===== src/rtl/cpu_types_pkg.sv =====
// rtl/cpu_types_pkg.sv - shared CPU datapath types and memory-stage state encoding
package cpu_types_pkg;

   typedef logic [31:0] word_t;
   typedef logic [4:0]  regbits_t;

   // Writeback source select encodings carried on mem_to_reg
   localparam logic [1:0] MTR_ALU = 2'd0;
   localparam logic [1:0] MTR_MEM = 2'd1;
   localparam logic [1:0] MTR_PC4 = 2'd2;
   localparam logic [1:0] MTR_LUI = 2'd3;

   // Memory-stage access tracker state
   typedef enum logic [1:0] {
      IDLE   = 2'd0,
      HOLD   = 2'd1,
      HALTED = 2'd2
   } memstate_t;

endpackage


===== src/rtl/mem_access_unit_if.sv =====
// rtl/mem_access_unit_if.sv - data-cache request/response port
interface mem_access_unit_if;
   import cpu_types_pkg::*;

   logic  dmemREN;
   logic  dmemWEN;
   word_t dmemaddr;
   word_t dmemstore;
   logic  dhit;
   word_t dmemload;

   // Requester side (memory stage)
   modport master (
      output dmemREN, dmemWEN, dmemaddr, dmemstore,
      input  dhit, dmemload
   );

   // Responder side (data cache)
   modport slave (
      input  dmemREN, dmemWEN, dmemaddr, dmemstore,
      output dhit, dmemload
   );

endinterface


===== src/rtl/sat_counter.sv =====
// rtl/sat_counter.sv - saturating up-counter with synchronous clear
module sat_counter #(
   parameter int W = 16
) (
   input  logic         CLK,
   input  logic         inc,
   input  logic         clr,
   output logic [W-1:0] q
);

   logic [W-1:0] cnt_q;
   logic [W-1:0] cnt_d;

   // Next count: clear wins, otherwise step until all-ones and stick there
   always_comb begin
      cnt_d = cnt_q;
      if (clr)
         cnt_d = '0;
      else if (inc && (cnt_q != {W{1'b1}}))
         cnt_d = cnt_q + 1'b1;
   end

   // Count register
   always_ff @(posedge CLK) begin
      cnt_q <= cnt_d;
   end

   assign q = cnt_q;

endmodule


===== src/rtl/mem_access_unit.sv =====
// rtl/mem_access_unit.sv - memory-stage dcache access controller feeding MEM/WB
module mem_access_unit
   import cpu_types_pkg::*;
#(
   parameter int CNT_W = 16
) (
   input  logic              CLK,
   input  logic              RST,
   input  logic              exm_valid,
   input  logic              exm_dREN,
   input  logic              exm_dWEN,
   input  word_t             exm_alu_out,
   input  word_t             exm_store,
   input  logic              exm_regWr,
   input  logic              exm_halt,
   input  logic [1:0]        exm_mem_to_reg,
   input  regbits_t          exm_wsel,
   input  word_t             exm_pc_p4,
   input  word_t             exm_up_imm,
   input  word_t             exm_instr,
   mem_access_unit_if.master dif,
   input  logic              wb_en,
   input  logic              wb_flush,
   output logic              mem_stall,
   output logic              memwb_regWr_i,
   output logic              memwb_halt_i,
   output logic [1:0]        memwb_mem_to_reg_i,
   output word_t             memwb_dmem_load_i,
   output word_t             memwb_alu_out_i,
   output word_t             memwb_pc_p4_i,
   output word_t             memwb_up_imm_i,
   output word_t             memwb_imem_load_i,
   output regbits_t          memwb_wsel_i,
   output logic              halted,
   output logic [CNT_W-1:0]  stall_cnt
);

   memstate_t state_q, state_d;
   word_t     ld_hold_q, ld_hold_d;
   logic      op;

   assign op = exm_valid & (exm_dREN | exm_dWEN);

   // State and held-load registers
   always_ff @(posedge CLK) begin
      if (RST) begin
         state_q   <= IDLE;
         ld_hold_q <= '0;
      end else begin
         state_q   <= state_d;
         ld_hold_q <= ld_hold_d;
      end
   end

   // Next state: park completed loads while MEM/WB is frozen, latch halt
   always_comb begin
      state_d   = state_q;
      ld_hold_d = ld_hold_q;
      unique case (state_q)
         IDLE: begin
            if (op && dif.dhit && !wb_en) begin
               state_d   = HOLD;
               ld_hold_d = dif.dmemload;
            end else if (exm_valid && exm_halt && wb_en && !op) begin
               state_d = HALTED;
            end
         end
         HOLD: begin
            if (wb_flush) begin
               state_d   = IDLE;
               ld_hold_d = '0;
            end else if (wb_en) begin
               state_d = IDLE;
            end
         end
         HALTED:  state_d = HALTED;
         default: state_d = IDLE;
      endcase
   end

   // Outputs: cache request only from IDLE; reset forces the request off
   always_comb begin
      dif.dmemREN       = 1'b0;
      dif.dmemWEN       = 1'b0;
      mem_stall         = 1'b0;
      memwb_dmem_load_i = ld_hold_q;
      if (state_q == IDLE) begin
         dif.dmemREN = exm_dREN & exm_valid;
         dif.dmemWEN = exm_dWEN & exm_valid;
         mem_stall   = op & ~dif.dhit;
         if (dif.dhit)
            memwb_dmem_load_i = dif.dmemload;
      end
      if (RST) begin
         dif.dmemREN = 1'b0;
         dif.dmemWEN = 1'b0;
         mem_stall   = 1'b0;
      end
   end

   assign dif.dmemaddr  = exm_alu_out;
   assign dif.dmemstore = exm_store;

   assign memwb_regWr_i      = exm_regWr & exm_valid;
   assign memwb_halt_i       = exm_halt & exm_valid;
   assign memwb_mem_to_reg_i = exm_mem_to_reg;
   assign memwb_alu_out_i    = exm_alu_out;
   assign memwb_pc_p4_i      = exm_pc_p4;
   assign memwb_up_imm_i     = exm_up_imm;
   assign memwb_imem_load_i  = exm_instr;
   assign memwb_wsel_i       = exm_wsel;

   assign halted = (state_q == HALTED);

   sat_counter #(.W(CNT_W)) u_stall_cnt (
      .CLK (CLK),
      .inc (mem_stall),
      .clr (RST),
      .q   (stall_cnt)
   );

endmodule


===== src/flat_wrapper.sv =====
// flat-port wrapper written by rule: the top's interface ports become plain ports
module mem_access_unit_flat import cpu_types_pkg::*;
#(
   parameter int CNT_W = 16
)
  (CLK, RST, exm_valid, exm_dREN, exm_dWEN, exm_alu_out, exm_store, exm_regWr, exm_halt, exm_mem_to_reg, exm_wsel, exm_pc_p4, exm_up_imm, exm_instr, wb_en, wb_flush, mem_stall, memwb_regWr_i, memwb_halt_i, memwb_mem_to_reg_i, memwb_dmem_load_i, memwb_alu_out_i, memwb_pc_p4_i, memwb_up_imm_i, memwb_imem_load_i, memwb_wsel_i, halted, stall_cnt, dif_dmemREN, dif_dmemWEN, dif_dmemaddr, dif_dmemstore, dif_dhit, dif_dmemload);
  mem_access_unit_if dif_i ();
  input  logic CLK;
  input  logic RST;
  input  logic exm_valid;
  input  logic exm_dREN;
  input  logic exm_dWEN;
  input  word_t exm_alu_out;
  input  word_t exm_store;
  input  logic exm_regWr;
  input  logic exm_halt;
  input  logic [1:0] exm_mem_to_reg;
  input  regbits_t exm_wsel;
  input  word_t exm_pc_p4;
  input  word_t exm_up_imm;
  input  word_t exm_instr;
  input  logic wb_en;
  input  logic wb_flush;
  output logic mem_stall;
  output logic memwb_regWr_i;
  output logic memwb_halt_i;
  output logic [1:0] memwb_mem_to_reg_i;
  output word_t memwb_dmem_load_i;
  output word_t memwb_alu_out_i;
  output word_t memwb_pc_p4_i;
  output word_t memwb_up_imm_i;
  output word_t memwb_imem_load_i;
  output regbits_t memwb_wsel_i;
  output logic halted;
  output logic [CNT_W-1:0] stall_cnt;
  output wire logic [$bits(dif_i.dmemREN)-1:0] dif_dmemREN;
  output wire logic [$bits(dif_i.dmemWEN)-1:0] dif_dmemWEN;
  output wire logic [$bits(dif_i.dmemaddr)-1:0] dif_dmemaddr;
  output wire logic [$bits(dif_i.dmemstore)-1:0] dif_dmemstore;
  input wire logic [$bits(dif_i.dhit)-1:0] dif_dhit;
  input wire logic [$bits(dif_i.dmemload)-1:0] dif_dmemload;
  assign dif_dmemREN = dif_i.dmemREN;
  assign dif_dmemWEN = dif_i.dmemWEN;
  assign dif_dmemaddr = dif_i.dmemaddr;
  assign dif_dmemstore = dif_i.dmemstore;
  assign dif_i.dhit = dif_dhit;
  assign dif_i.dmemload = dif_dmemload;
  mem_access_unit #(.CNT_W(CNT_W)) u_core (.CLK(CLK), .RST(RST), .exm_valid(exm_valid), .exm_dREN(exm_dREN), .exm_dWEN(exm_dWEN), .exm_alu_out(exm_alu_out), .exm_store(exm_store), .exm_regWr(exm_regWr), .exm_halt(exm_halt), .exm_mem_to_reg(exm_mem_to_reg), .exm_wsel(exm_wsel), .exm_pc_p4(exm_pc_p4), .exm_up_imm(exm_up_imm), .exm_instr(exm_instr), .dif(dif_i), .wb_en(wb_en), .wb_flush(wb_flush), .mem_stall(mem_stall), .memwb_regWr_i(memwb_regWr_i), .memwb_halt_i(memwb_halt_i), .memwb_mem_to_reg_i(memwb_mem_to_reg_i), .memwb_dmem_load_i(memwb_dmem_load_i), .memwb_alu_out_i(memwb_alu_out_i), .memwb_pc_p4_i(memwb_pc_p4_i), .memwb_up_imm_i(memwb_up_imm_i), .memwb_imem_load_i(memwb_imem_load_i), .memwb_wsel_i(memwb_wsel_i), .halted(halted), .stall_cnt(stall_cnt));
endmodule

===== config.mk =====
export PLATFORM = sky130hd
export DESIGN_NAME = mem_access_unit_flat
export DESIGN_NICKNAME = d
export VERILOG_FILES = /design/src/rtl/cpu_types_pkg.sv /design/src/rtl/mem_access_unit_if.sv /design/src/rtl/sat_counter.sv /design/src/rtl/mem_access_unit.sv /design/src/flat_wrapper.sv
export SDC_FILE = /design/constraint.sdc
export NUM_CORES = 1
export LEC_CHECK = 0
export BUFFER_PORTS_ARGS = -buffer_cell sky130_fd_sc_hd__buf_2
export CAP_MARGIN = 20
export CORE_AREA = 5 5 175 177
export CTS_CLUSTER_DIAMETER = 50
export DETAILED_ROUTE_END_ITERATION = 8
export DIE_AREA = 0 0 180 182
export MAX_ROUTING_LAYER = met4
export PLACE_DENSITY_LB_ADDON = 0.3
export SLEW_MARGIN = 10
export SYNTH_ARGS = -nofsm -noshare
export SYNTH_HDL_FRONTEND = slang
export SYNTH_HIERARCHICAL = 1
export SYNTH_SLANG_ARGS = --single-unit

===== constraint.sdc =====
create_clock -name CLK -period 3.9 [get_ports CLK]
set_input_delay 0.78 -clock CLK [delete_from_list [all_inputs] [get_ports CLK]]
set_output_delay 0.78 -clock CLK [all_outputs]
set_load 0.01 [all_outputs]

==> summary.txt <==
STA
  – Fmax achieved: 0.3287 GHz
  – RSZ-0062 raised after global routing: no
  – Final setup fails: 0
  – Post-layout min period: just over 3 ns
  – Worst Skew: between 0.01 and 0.015 ns
  – Final period util: 0.7801
  – Max_slew headroom: 0.2918
  – Final Hold Vio Count: 0
  – Slew @ Worst Pin: roughly 1.1 ns
  – Fin Hold WS: about 0.48 ns
  – Max-slew violation count: 0
  – Setup TNS: 0 ns

Logic synthesis
  – Syn Nets: 780
  – Netlist cell types: 44
  – Post-Syn Area: between 4000 and 5000 µm²
  – Largest area contributor in the netlist: buf_4
  – Synthesized area per cell: 7.575 µm²
  – Synth cell count leaders: buf_4, nand2_1, dfxtp_1
  – Seq/Total Area, Yosys: 0.2318
  – Synth top area share: 0.3460
  – EDFF count, synth: 0
  – Warnings, synthesis: 6
  – Syn Inst Count: 570
  – #FFs+latches synth: 50
  – Most common cell in the netlist: buf_4
  – Synth Flop Type: dfxtp_1
  – Top post-synthesis cells by area: buf_4, dfxtp_1, nand2_1, a31o_1, nor4_1
  – Post-synth ARST share: 0

CTS
  – CTS tree: yes
  – Post-CTS Resized: 0
  – Worst skew pair latency: 0.30 ns
  – Clock sink count: 50
  – # Post-CTS Setup Buffers: 0
  – Cts bufs inserted: 5
  – CTS Hold Bufs: 0
  – H-tree lvl count: 2
  – Clock slew at reported path FFs: 0.07 ns
  – Clock Path Buffers: 2
  – Clock Tree Root: clkbuf_16

Placed design
  – HPWL after detailed placement: ~14000 µm
  – Gpl congestion: a little over 0.7
  – Port bufs: 95
  – Post-placement cell count: between 800 and 900

Setup path
  – Maximum fanout along the worst path: 31
  – Worst R2R End: u_core/ld_hold_q[24]$_SDFFE_PP0P_
  – Kind of start point of the critical path: primary input
  – Worst R2R Setup Slack: around 1.3 ns
  – Worst Setup SP: dif_dhit
  – Critical path class: in2out
  – CP Capture Type: output pin
  – Critical path required time: around 3.1 ns
  – FF-to-FF Start: u_core/state_q[0]$_SDFFE_PP0P_
  – Arrival time of the worst setup path: ~2.3 ns
  – Worst r2r path cells: 4

Global route
  – First-pass GRT wire length: about 23000 µm
  – Vias in the first global route: about 3200
  – Global route total overflow: 0
  – Initial antenna violation count: 1
  – Largest net degree at the start of global routing: 53
  – GRT Util Overall: 0.09968

Floorplanning
  – Initial Utilization: 0.1484
  – Core ar.: about 29000 µm²
  – IO Count: ~460
  – Die width: ~180 µm
  – Die Ht: roughly 180 µm
  – Total die area: roughly 33000 µm²
  – FP Rows: 63

Detailed routing
  – Pre-antenna DRT Iters: 4
  – Via count: 3214
  – DRT Wirelength: between 15000 and 20000 µm
  – Post-route ant nets: 0
  – Vias/cell: about 3.8
  – DRC Markers: 0
  – Wirelength per Cell: 20.06 µm
  – 1st-iter DRT viols: ~160

Layout
  – NumNets Final: about 660
  – Number of fill cells in the layout: 3362
  – Non-Filler Instances: roughly 840
  – Synthesis-to-finish area growth: -9.418%
  – Fraction of layout cells with a size suffix above 1: 0.2721

Min path
  – HP Start: u_core/ld_hold_q[13]$_SDFFE_PP0P_
  – Hold worst-path end: u_core/ld_hold_q[13]$_SDFFE_PP0P_
  – Hold depth: 1
  – Hold Crit Class: reg2reg

Pwr
  – Peak VDD IR: slightly below 200 µV
  – P_leak: 0.001572 µW
  – PwrDens: between 300 and 400 nW/µm²
  – Final total power: 1236 µW

Flow run
  – Max-cap viol count: 0

Status
  – Status: finished, final reports clean
==> flip-flops by register name (all words and copies together) (netlist names) <==
signal and cells:
u_core/ld_hold_q 32, u_core/state_q 2, u_core/u_stall_cnt/q 16
==> routing by layer <==
metal	up-vias	global-route usage	wire [µm]
met2	218	0.1621	8221
met3	60	0.06851	2434
li1	1485	-	-
met5	-	-	0
met1	1451	0.09013	5573
met4	0	0.04511	699
==> layout by cell type, fill, tap and decap left out, types with 2 or more instances in the layout <==
cell type    n
dfxtp_1     50
or3_1        4
xnor2_1      2
o21ai_0      4
and4_1       3
or4_1        7
inv_1        4
buf_4        9
nand2b_1    33
and2_1       4
a31o_2       2
nand4_1      3
nor4_1      34
o31ai_1      6
clkbuf_16    5
or3b_2       2
nor2b_1      2
buf_2       95
nand2_1    102
nor3_1       5
a31o_1      30
a21oi_1     10
diode_2      2
nand3_1      6
nor2_1       8
==> logic make-up after synthesis <==
group,share of synthesized area
mux,0.004926
compound gates,0.1034
fa+ha+maj,0.002897
flops,0.2318
simple gates,0.2689
xor+xnor,0.004058
buf+inv,0.3839
==> worst max-delay path, cell delays in order <==
cell and delay (ns):
buf_2 0.11, or3b_2 0.74, buf_4 0.31, nand2_1 0.08, nand2_1 0.07, buf_2 0.16
==> per-stage QoR <==
step | utilization | setup slack [ns] | instance area [µm²]
2_1_floorplan | - | 0.9651 | 4318
3_3_place_gp | 0.1285 | 0.8375 | 3737
3_5_place_dp | 0.1285 | 0.8201 | 3737
4_1_cts | 0.1343 | 0.8217 | 3906
5_1_grt | 0.1344 | 0.7494 | 3909
6_report | 0.1345 | 0.8577 | 3911
==> power breakdown <==
group          leakage (µW)  switching (µW)  total [µW]  internal (µW)
sequential         0.000404            7.36         528            521
combinational       0.00108             119         189           70.4
clock             0.0000842             213         518            305
==> worst max-delay path by stage <==
stage | end
global placement | memwb_dmem_load_i[7]
finish | memwb_dmem_load_i[6]
global route | memwb_dmem_load_i[6]
CTS | memwb_dmem_load_i[6]
detailed placement | memwb_dmem_load_i[6]
floorplan | u_core/u_stall_cnt/q[7]$_SDFFE_PP0P_
==> layout make-up <==
class	count	area (µm²)	area share
clock buffers	5	125.1	0.03199
well taps	390	488.0	0.1248
flip-flops and latches	50	1001	0.2559
multi-input cells	286	1690	0.4322
repair buffers	104	543.0	0.1388
clock inverters	3	43.79	0.01120
diodes	2	5.005	0.001280
inverters	4	15.01	0.003839
No activity file was read; power rests on OpenSTA's default activity.
